## config.mk

```make
export PLATFORM = sky130hd
export DESIGN_NAME = fwd_hazard_scoreboard
export DESIGN_NICKNAME = d
export VERILOG_FILES = /design/src/rtl/pipe_pkg.sv /design/src/rtl/fwd_src_select.sv /design/src/rtl/fwd_hazard_scoreboard.sv
export SDC_FILE = /design/constraint.sdc
export NUM_CORES = 1
export LEC_CHECK = 0
export ABC_CLOCK_PERIOD_IN_PS = 6100
export BUFFER_PORTS_ARGS = -buffer_cell sky130_fd_sc_hd__buf_2
export CAP_MARGIN = 15
export CORE_MARGIN = 2
export CORE_UTILIZATION = 58
export DETAILED_ROUTE_END_ITERATION = 8
export PLACE_DENSITY = 0.87
export SETUP_SLACK_MARGIN = 0.02
export SLEW_MARGIN = 20
export SYNTH_ARGS = -nofsm -noshare
export SYNTH_HDL_FRONTEND = slang
export SYNTH_SLANG_ARGS = --single-unit
```

## constraint.sdc

```tcl
create_clock -name clk -period 6.1 [get_ports clk]
set_clock_uncertainty 0.2 [all_clocks]
set_input_delay 0.915 -clock clk [delete_from_list [all_inputs] [get_ports clk]]
set_output_delay 0.915 -clock clk [all_outputs]
set_load 0.01 [all_outputs]
```

## src/rtl/pipe_pkg.sv

```systemverilog
// Shared types and constants for the integer pipeline forwarding/hazard logic.
package pipe_pkg;

  localparam int unsigned REG_AW_DEF = 5;
  // Widest register address a scoreboard entry can carry.
  localparam int unsigned SB_RD_W    = 8;

  localparam int unsigned FWD_RF     = 0;
  localparam int unsigned FWD_EXMEM  = 1;
  localparam int unsigned FWD_MEMWB  = 2;

  typedef struct packed {
    logic               valid;
    logic [SB_RD_W-1:0] rd;
    logic               regwrite;
    logic               is_load;
  } sb_entry_t;

endpackage

```

## src/rtl/fwd_src_select.sv

```systemverilog
// Youngest-writer priority encoder and load-use hazard flag for one source operand.
module fwd_src_select
  import pipe_pkg::*;
#(
  parameter int unsigned DEPTH      = 3,
  parameter int unsigned LOAD_STAGE = 2
) (
  input  sb_entry_t [DEPTH-2:0]         i_slots,
  input  logic [SB_RD_W-1:0]            i_src,
  output logic [$clog2(DEPTH)-1:0]      o_code_c,
  output logic                          o_hazard_c
);

  localparam int unsigned FW = $clog2(DEPTH);

  logic [FW-1:0] w_code;
  logic          w_load;

  // Scan oldest to youngest so the lowest matching slot overwrites the result.
  always_comb begin
    w_code = FW'(FWD_RF);
    w_load = 1'b0;
    for (int j = int'(DEPTH) - 2; j >= 0; j--) begin
      if (i_slots[j].valid && i_slots[j].regwrite &&
          (i_slots[j].rd != '0) && (i_slots[j].rd == i_src)) begin
        w_code = FW'(j + 1);
        w_load = i_slots[j].is_load;
      end
    end
  end

  // A load winner is only usable once it reaches the configured result stage.
  always_comb begin
    o_code_c   = w_code;
    o_hazard_c = w_load && (int'(w_code) < int'(LOAD_STAGE));
  end

endmodule

```

## src/rtl/fwd_hazard_scoreboard.sv

```systemverilog
// Forwarding and load-use hazard unit with an internal in-flight writer scoreboard.
module fwd_hazard_scoreboard
  import pipe_pkg::*;
#(
  parameter int unsigned REG_AW     = REG_AW_DEF,
  parameter int unsigned DEPTH      = 3,
  parameter int unsigned LOAD_STAGE = 2,
  parameter int unsigned CNT_W      = 32
) (
  input  logic                     clk,
  input  logic                     rst,
  input  logic                     id_valid,
  input  logic [REG_AW-1:0]        id_rs,
  input  logic [REG_AW-1:0]        id_rt,
  input  logic [REG_AW-1:0]        id_rd,
  input  logic                     id_regwrite,
  input  logic                     id_is_load,
  input  logic                     pipe_freeze,
  input  logic                     flush,
  output logic                     stall_out,
  output logic [$clog2(DEPTH)-1:0] ex_fwd_a,
  output logic [$clog2(DEPTH)-1:0] ex_fwd_b,
  output logic [CNT_W-1:0]         stall_cnt
);

  localparam int unsigned FW = $clog2(DEPTH);

  if (DEPTH < 2) begin : g_bad_depth
    $fatal(1, "fwd_hazard_scoreboard: DEPTH must be at least 2");
  end
  if ((LOAD_STAGE < 1) || (LOAD_STAGE > DEPTH - 1)) begin : g_bad_load_stage
    $fatal(1, "fwd_hazard_scoreboard: LOAD_STAGE must lie in 1..DEPTH-1");
  end
  if (REG_AW > SB_RD_W) begin : g_bad_reg_aw
    $fatal(1, "fwd_hazard_scoreboard: REG_AW wider than scoreboard entry");
  end

  // The WB slot never forwards, so only slots EX..DEPTH-2 are kept.
  sb_entry_t [DEPTH-2:0] r_slots;
  logic [FW-1:0]         r_fwd_a;
  logic [FW-1:0]         r_fwd_b;
  logic [CNT_W-1:0]      r_stall_cnt;

  logic [FW-1:0]         w_code_a;
  logic [FW-1:0]         w_code_b;
  logic                  w_haz_a;
  logic                  w_haz_b;
  logic                  w_stall;
  logic                  w_insert;
  sb_entry_t             w_id_entry;

  fwd_src_select #(
    .DEPTH      (DEPTH),
    .LOAD_STAGE (LOAD_STAGE)
  ) u_sel_rs (
    .i_slots    (r_slots),
    .i_src      (SB_RD_W'(id_rs)),
    .o_code_c   (w_code_a),
    .o_hazard_c (w_haz_a)
  );

  fwd_src_select #(
    .DEPTH      (DEPTH),
    .LOAD_STAGE (LOAD_STAGE)
  ) u_sel_rt (
    .i_slots    (r_slots),
    .i_src      (SB_RD_W'(id_rt)),
    .o_code_c   (w_code_b),
    .o_hazard_c (w_haz_b)
  );

  // Stall/insert decisions for the ID instruction; flush overrides stall.
  always_comb begin
    w_stall             = id_valid && !flush && (w_haz_a || w_haz_b);
    w_insert            = id_valid && !flush && !w_stall;
    w_id_entry          = '0;
    w_id_entry.valid    = 1'b1;
    w_id_entry.rd       = SB_RD_W'(id_rd);
    w_id_entry.regwrite = id_regwrite;
    w_id_entry.is_load  = id_is_load;
  end

  // Scoreboard shift, EX forward select latch and saturating stall counter.
  always_ff @(posedge clk) begin
    if (rst) begin
      r_slots     <= '0;
      r_fwd_a     <= '0;
      r_fwd_b     <= '0;
      r_stall_cnt <= '0;
    end else if (!pipe_freeze) begin
      for (int j = int'(DEPTH) - 2; j >= 1; j--) begin
        r_slots[j] <= r_slots[j-1];
      end
      r_slots[0] <= w_insert ? w_id_entry : sb_entry_t'('0);
      r_fwd_a    <= w_insert ? w_code_a : FW'(FWD_RF);
      r_fwd_b    <= w_insert ? w_code_b : FW'(FWD_RF);
      if (w_stall && (r_stall_cnt != '1)) begin
        r_stall_cnt <= r_stall_cnt + CNT_W'(1);
      end
    end
  end

  assign stall_out = w_stall;
  assign ex_fwd_a  = r_fwd_a;
  assign ex_fwd_b  = r_fwd_b;
  assign stall_cnt = r_stall_cnt;

endmodule

```

* Yosys cells after proc, flatten, opt, wreduce, memory -nomap -nowiden
Index checks and enable logic that the tools add are counted.
** Word-level totals
- RAM bits :: 0
- Flip-flop bits (word level) :: 58
- Memories kept :: 0
- Bits of input ports :: 22
- Output and inout port bits :: 37
- ROM bits :: 0
- Bits in latches :: 0
** Operators by class
- Shift-type cells :: 0
- Muxes and demuxes :: 11
- Div/mod/pow operators :: 0
- $lt $le $gt $ge :: 2
- Reductions and logical operators :: 20
- $mul :: 0
- Equality and inequality tests :: 5
- Add/sub/neg operators :: 1
- Bitwise gates (word level) :: 1
** Operators by type and width (number)
- 32-bit by 1-bit adder with 32-bit output, second input constant :: 1
- 8-bit by 5-bit equality test with 1-bit output :: 4
- 32-bit inequality test, second input constant :: 1
- 8-bit nonzero test :: 2
- 1-bit logical AND :: 14
- 2-bit two-way mux :: 6
- 11-bit two-way mux :: 1
- 2-bit less-than comparator, second input constant :: 2
- 1-bit two-way mux :: 4
- 1-bit zero test :: 2
- 2-bit AND reduction :: 1
- 1-bit logical OR :: 1
- 1-bit NOT :: 1

* Depth between registers and ports, before layout
- Depth in word-level cells :: 12
- Gate-level depth with buffers :: 10
- Gate-level depth less buffers :: 7

* Hierarchy
A second synthesis with hierarchy kept.
** Unflattened totals
- Cell total of the unflattened synthesis :: 331
- Area, all modules :: 2825.2 sq um
** By module, submodules not included
- fwd_hazard_scoreboard :: area each 2347.3 sq um, times used 1, cells each 265
- fwd_src_select :: area each 239.0 sq um, times used 2, cells each 33

* Least setup slack after synthesis
No wires, ideal clock.
- Kind :: input-to-output
- From :: input id_rs[0]
- To :: output stall_out
- Data required time :: 4.985 ns
- Path buffers :: 2
- Arrival time :: 2.200 ns
- Cell stages on the path :: 6
- Path slack :: 2.785 ns
- Cells stage by stage :: xnor2_1 -> nand3_1 -> o22ai_1 -> clkbuf_1 -> clkbuf_1 -> and4b_1
** Between the ends
- Word-level cells in the longest chain between the ends :: 8
- Elaborated cells between the ends (all ways) :: 12
- Those cells by class :: order compare: 1; eq/ne: 2; mux: 4; reduce/logical: 5
** RTL lines
- start, declared :: line fwd_hazard_scoreboard.sv:13 : input logic [REG_AW-1:0] id_rs,
- 8-bit by 5-bit equality test with 1-bit output :: line fwd_src_select.sv:25 : (i_slots[j].rd != '0) && (i_slots[j].rd == i_src)) begin
- 1-bit logical AND :: line fwd_src_select.sv:25
- 2-bit two-way mux (2 in series) :: line fwd_src_select.sv:24 : if (i_slots[j].valid && i_slots[j].regwrite &&
- 2-bit less-than comparator :: line fwd_src_select.sv:35 : o_hazard_c = w_load && (int'(w_code) < int'(LOAD_STAGE));
- 1-bit logical AND * :: line fwd_src_select.sv:35
- 1-bit logical OR * :: line fwd_hazard_scoreboard.sv:74 : w_stall = id_valid && !flush && (w_haz_a || w_haz_b);
- 1-bit logical AND * :: line fwd_hazard_scoreboard.sv:74
- end, declared :: line fwd_hazard_scoreboard.sv:20 : output logic stall_out,
Every way passes the cells marked *; elsewhere a longest branch is shown, timed or not.

* Worst setup path in the final report
- From :: input pipe_freeze
- To :: register r_stall_cnt[16] (netlist: stall_cnt[16])
** Between the ends
- Word-level cells in the longest chain between the ends :: 2
** RTL lines
- start, declared :: line fwd_hazard_scoreboard.sv:18 : input logic pipe_freeze,
- 1-bit NOT (no source line)
- 2-bit AND reduction (no source line)
- end signal, assigned :: line fwd_hazard_scoreboard.sv:98 : r_stall_cnt <= r_stall_cnt + CNT_W'(1);
- end, declared :: line fwd_hazard_scoreboard.sv:42 : logic [CNT_W-1:0] r_stall_cnt;
Every way passes these cells.
A chain may end at the register's enable or synchronous reset.

==> flow_metrics.env <==
export IMPL_synth_nets=324
export IMPL_die_h_um=70.9
export IMPL_drt_total_wl_um=6140
export IMPL_rows=24
export IMPL_drc_errors=0
export IMPL_gp_congestion=0.954
export IMPL_power_density_mw_per_mm2=196
export IMPL_root_buffer="clkbuf_8"
export IMPL_whs_path_depth=2
export IMPL_grt_use_total_pct=25.2
export IMPL_reg2reg_from="stall_cnt[0]"
export IMPL_antenna_found_initial=0
export IMPL_worstReg2RegEnd="stall_cnt[1]"
export IMPL_clock_path_buffers=2
export IMPL_diodes=0
export IMPL_start_util_pct=60.0
export IMPL_finalNetCount=375
export IMPL_grt_pass1_vias=2239
export IMPL_crit_fanout=21
export IMPL_synth_area_per_cell_sq_um=8.62
export IMPL_fp_dieW_um=70.9
export IMPL_leakagePower_uw=0.00120
export IMPL_status="finished clean"
export IMPL_fill_cells=371
export IMPL_fin_setup_tns_ns=0
export IMPL_synth_seq_cells=51
export IMPL_whs_endpoint="ex_fwd_a[1]"
export IMPL_multi_input_area_sq_mm=0.00149
export IMPL_drt_iter0_drc=218
export IMPL_ys_flop_type="dfxtp_1"
export IMPL_path_clk_slew_ns=0.09
export IMPL_tritoncts="built"
export IMPL_cap_viol_max_count=0
export IMPL_cts_resized=0
export IMPL_seq_area_sq_mm=0.00102
export IMPL_yosysTopAreaCellShare_pct=39.3
export IMPL_finalHoldViolCount=0
export IMPL_finalCriticalPeriod_ns=3.03
export IMPL_drive_gt1_share_pct=21.5
export IMPL_ys_seq_area_share_pct=39.3
export IMPL_worstSkewPairLatency_ns=0.31
export IMPL_cts_setup_buffers=0
export IMPL_post_route_util_pct=69.1
export IMPL_area_delta_synth_final_pct=15.1
export IMPL_hp_class="flop to flop"
export IMPL_arrival_ns=3.00
export IMPL_via_per_inst=6.03
export IMPL_grt_ovfl_total=0
export IMPL_worst_setup_path_start_kind="primary input"
export IMPL_yosysWarningCount=0
export IMPL_postCtsHoldBufs=0
export IMPL_coreArea_sq_mm=0.00432
export IMPL_holdWs_ns=0.273
export IMPL_slew_headroom_pct=38.4
export IMPL_synth_top_cell_by_area="dfxtp_1"
export IMPL_fmax_ghz=0.330
export IMPL_synth_async_reset_ratio_pct=0
export IMPL_die_area_sq_mm=0.00503
export IMPL_synth_area_top_cells="dfxtp_1, xor2_1, nor2_1"
export IMPL_cp_data_required_time_ns=6.07
export IMPL_ant_nets=0
export IMPL_pin_count=59
export IMPL_setup_viol=0
export IMPL_end_kind="flop"
export IMPL_final_max_slew_violation_count=0
export IMPL_r2r_slack_ns=3.12
export IMPL_syn_area_sq_mm=0.00259
export IMPL_rr_worst_depth=7
export IMPL_crit_type="primary input to flop"
export IMPL_num_vias=2444
export IMPL_syn_inst=301
export IMPL_grt_pass1_wl_um=10200
export IMPL_cts_buffers=5
export IMPL_hp_start="ex_fwd_a[1]"
export IMPL_synth_edff_count=0
export IMPL_portBuffers=58
export IMPL_grt_max_degree=55
export IMPL_rsz0062_at_grt="no"
export IMPL_vdd_drop_max_uv=131
export IMPL_finalCritPeriodShare_pct=49.7
export IMPL_first_pass_iters=4
export IMPL_tightestPinTransition_ns=0.924
export IMPL_hpwlAfterDp_um=4380
export IMPL_ys_types=44
export IMPL_htree_levels=2
export IMPL_drt_wirelength_per_cell_um=15.2
export IMPL_clock_sinks=51
cells by family (layout without fill, tap and decap cells):
logic type                 after synthesis  in the layout  synth area share, %
AOI/OAI and AO/OA                       47             47                 12.4
xor gates and xnor gates                36             36                 12.2
adders and majority gates                1              1                0.482
buffers and inverters                   18             70                 3.28
DFF                                     51             51                 39.3
muxes                                    9              9                 3.66
and+or+nand+nor                        139            139                 28.6
critical path, stage by stage:
cell and delay [ns]:
buf_2 0.25, or3b_2 0.53, a211o_1 0.29, a211oi_1 0.58, nand4_1 0.21, xor2_1 0.18, nor2_1 0.05
per-stage QoR:
stage	power, uW	cell area (sq um)	instances	worst slack [ns]
final	586	2990	405	3.07
after global routing	607	2990	405	2.95
after CTS	588	2990	405	3.08
after detailed placement	379	2880	397	2.76
after floorplan	366	2590	301	2.79
after global placement	378	2880	397	2.84
cells in the final DEF, fill, tap and decap left out, types with 2 or more instances in the layout:
cell type,n
and2_1,4
a2111oi_0,2
dfxtp_1,51
nand2_1,13
buf_2,58
o31ai_1,6
mux2i_1,8
nor3_1,3
xor2_1,19
o21ai_0,4
or4_1,8
and3_1,6
a21oi_1,15
nand3_1,22
inv_1,3
nand4_1,13
or3_1,9
nor2_1,44
and4_1,4
nor4_1,2
o21ai_1,2
xnor2_1,17
nand4_2,3
nor2b_1,3
clkbuf_8,7
a22oi_1,9
power breakdown:
group	internal, uW	total (uW)	switching, uW
sequential	335	337	2.65
clock	103	215	112
combinational	14.6	34.2	19.5
routing by layer:
metal | wire length, um | global-route usage, % | part of all wire (%) | up-vias
met4 | 121 | 11.7 | 2.0 | 0
met1 | 2520 | 30.1 | 41 | 1149
li1 | - | - | - | 1195
met5 | 0 | 0 | 0 | -
met2 | 3180 | 43.5 | 52 | 88
met3 | 317 | 5.13 | 5.2 | 12
cells in the mapped netlist, types with 4 or more instances:
cell type and number:
or3_1 9, and4_1 4, or4_1 8, a21oi_1 15
and3_1 6, nor2_1 44, mux2i_1 8, xnor2_1 17
nand4_1 13, o31ai_1 6, nand3_1 22, o21ai_0 4
dfxtp_1 51, nand2_1 13, a22oi_1 9, xor2_1 19
and2_1 4, clkbuf_1 8
how the worst max path moves through the flow:
stage           startpoint       endpoint  slack [ns]  cells after the start
6_report       pipe_freeze  stall_cnt[16]        3.07                      7
5_1_grt        pipe_freeze  stall_cnt[16]        2.95                      7
4_1_cts           id_rs[1]      stall_out        3.08                      6
3_5_place_dp   pipe_freeze  stall_cnt[26]        2.76                      7
3_3_place_gp   pipe_freeze  stall_cnt[28]        2.84                      7
2_1_floorplan     id_rs[0]      stall_out        2.79                      6
layout make-up:
type | instances | area share (%)
clock inverter | 1 | 0.251
timing repair buffer | 59 | 9.97
sequential | 51 | 34.2
clock buffer | 7 | 3.22
tap | 52 | 2.18
inverter | 3 | 0.377
multi-input combinational | 232 | 49.8
state kept, by name, summed over array words and instances (netlist names):
register,cells
stall_cnt,32
ex_fwd_a,2
r_slots,15
ex_fwd_b,2
Power figures use the tool's default switching activity.
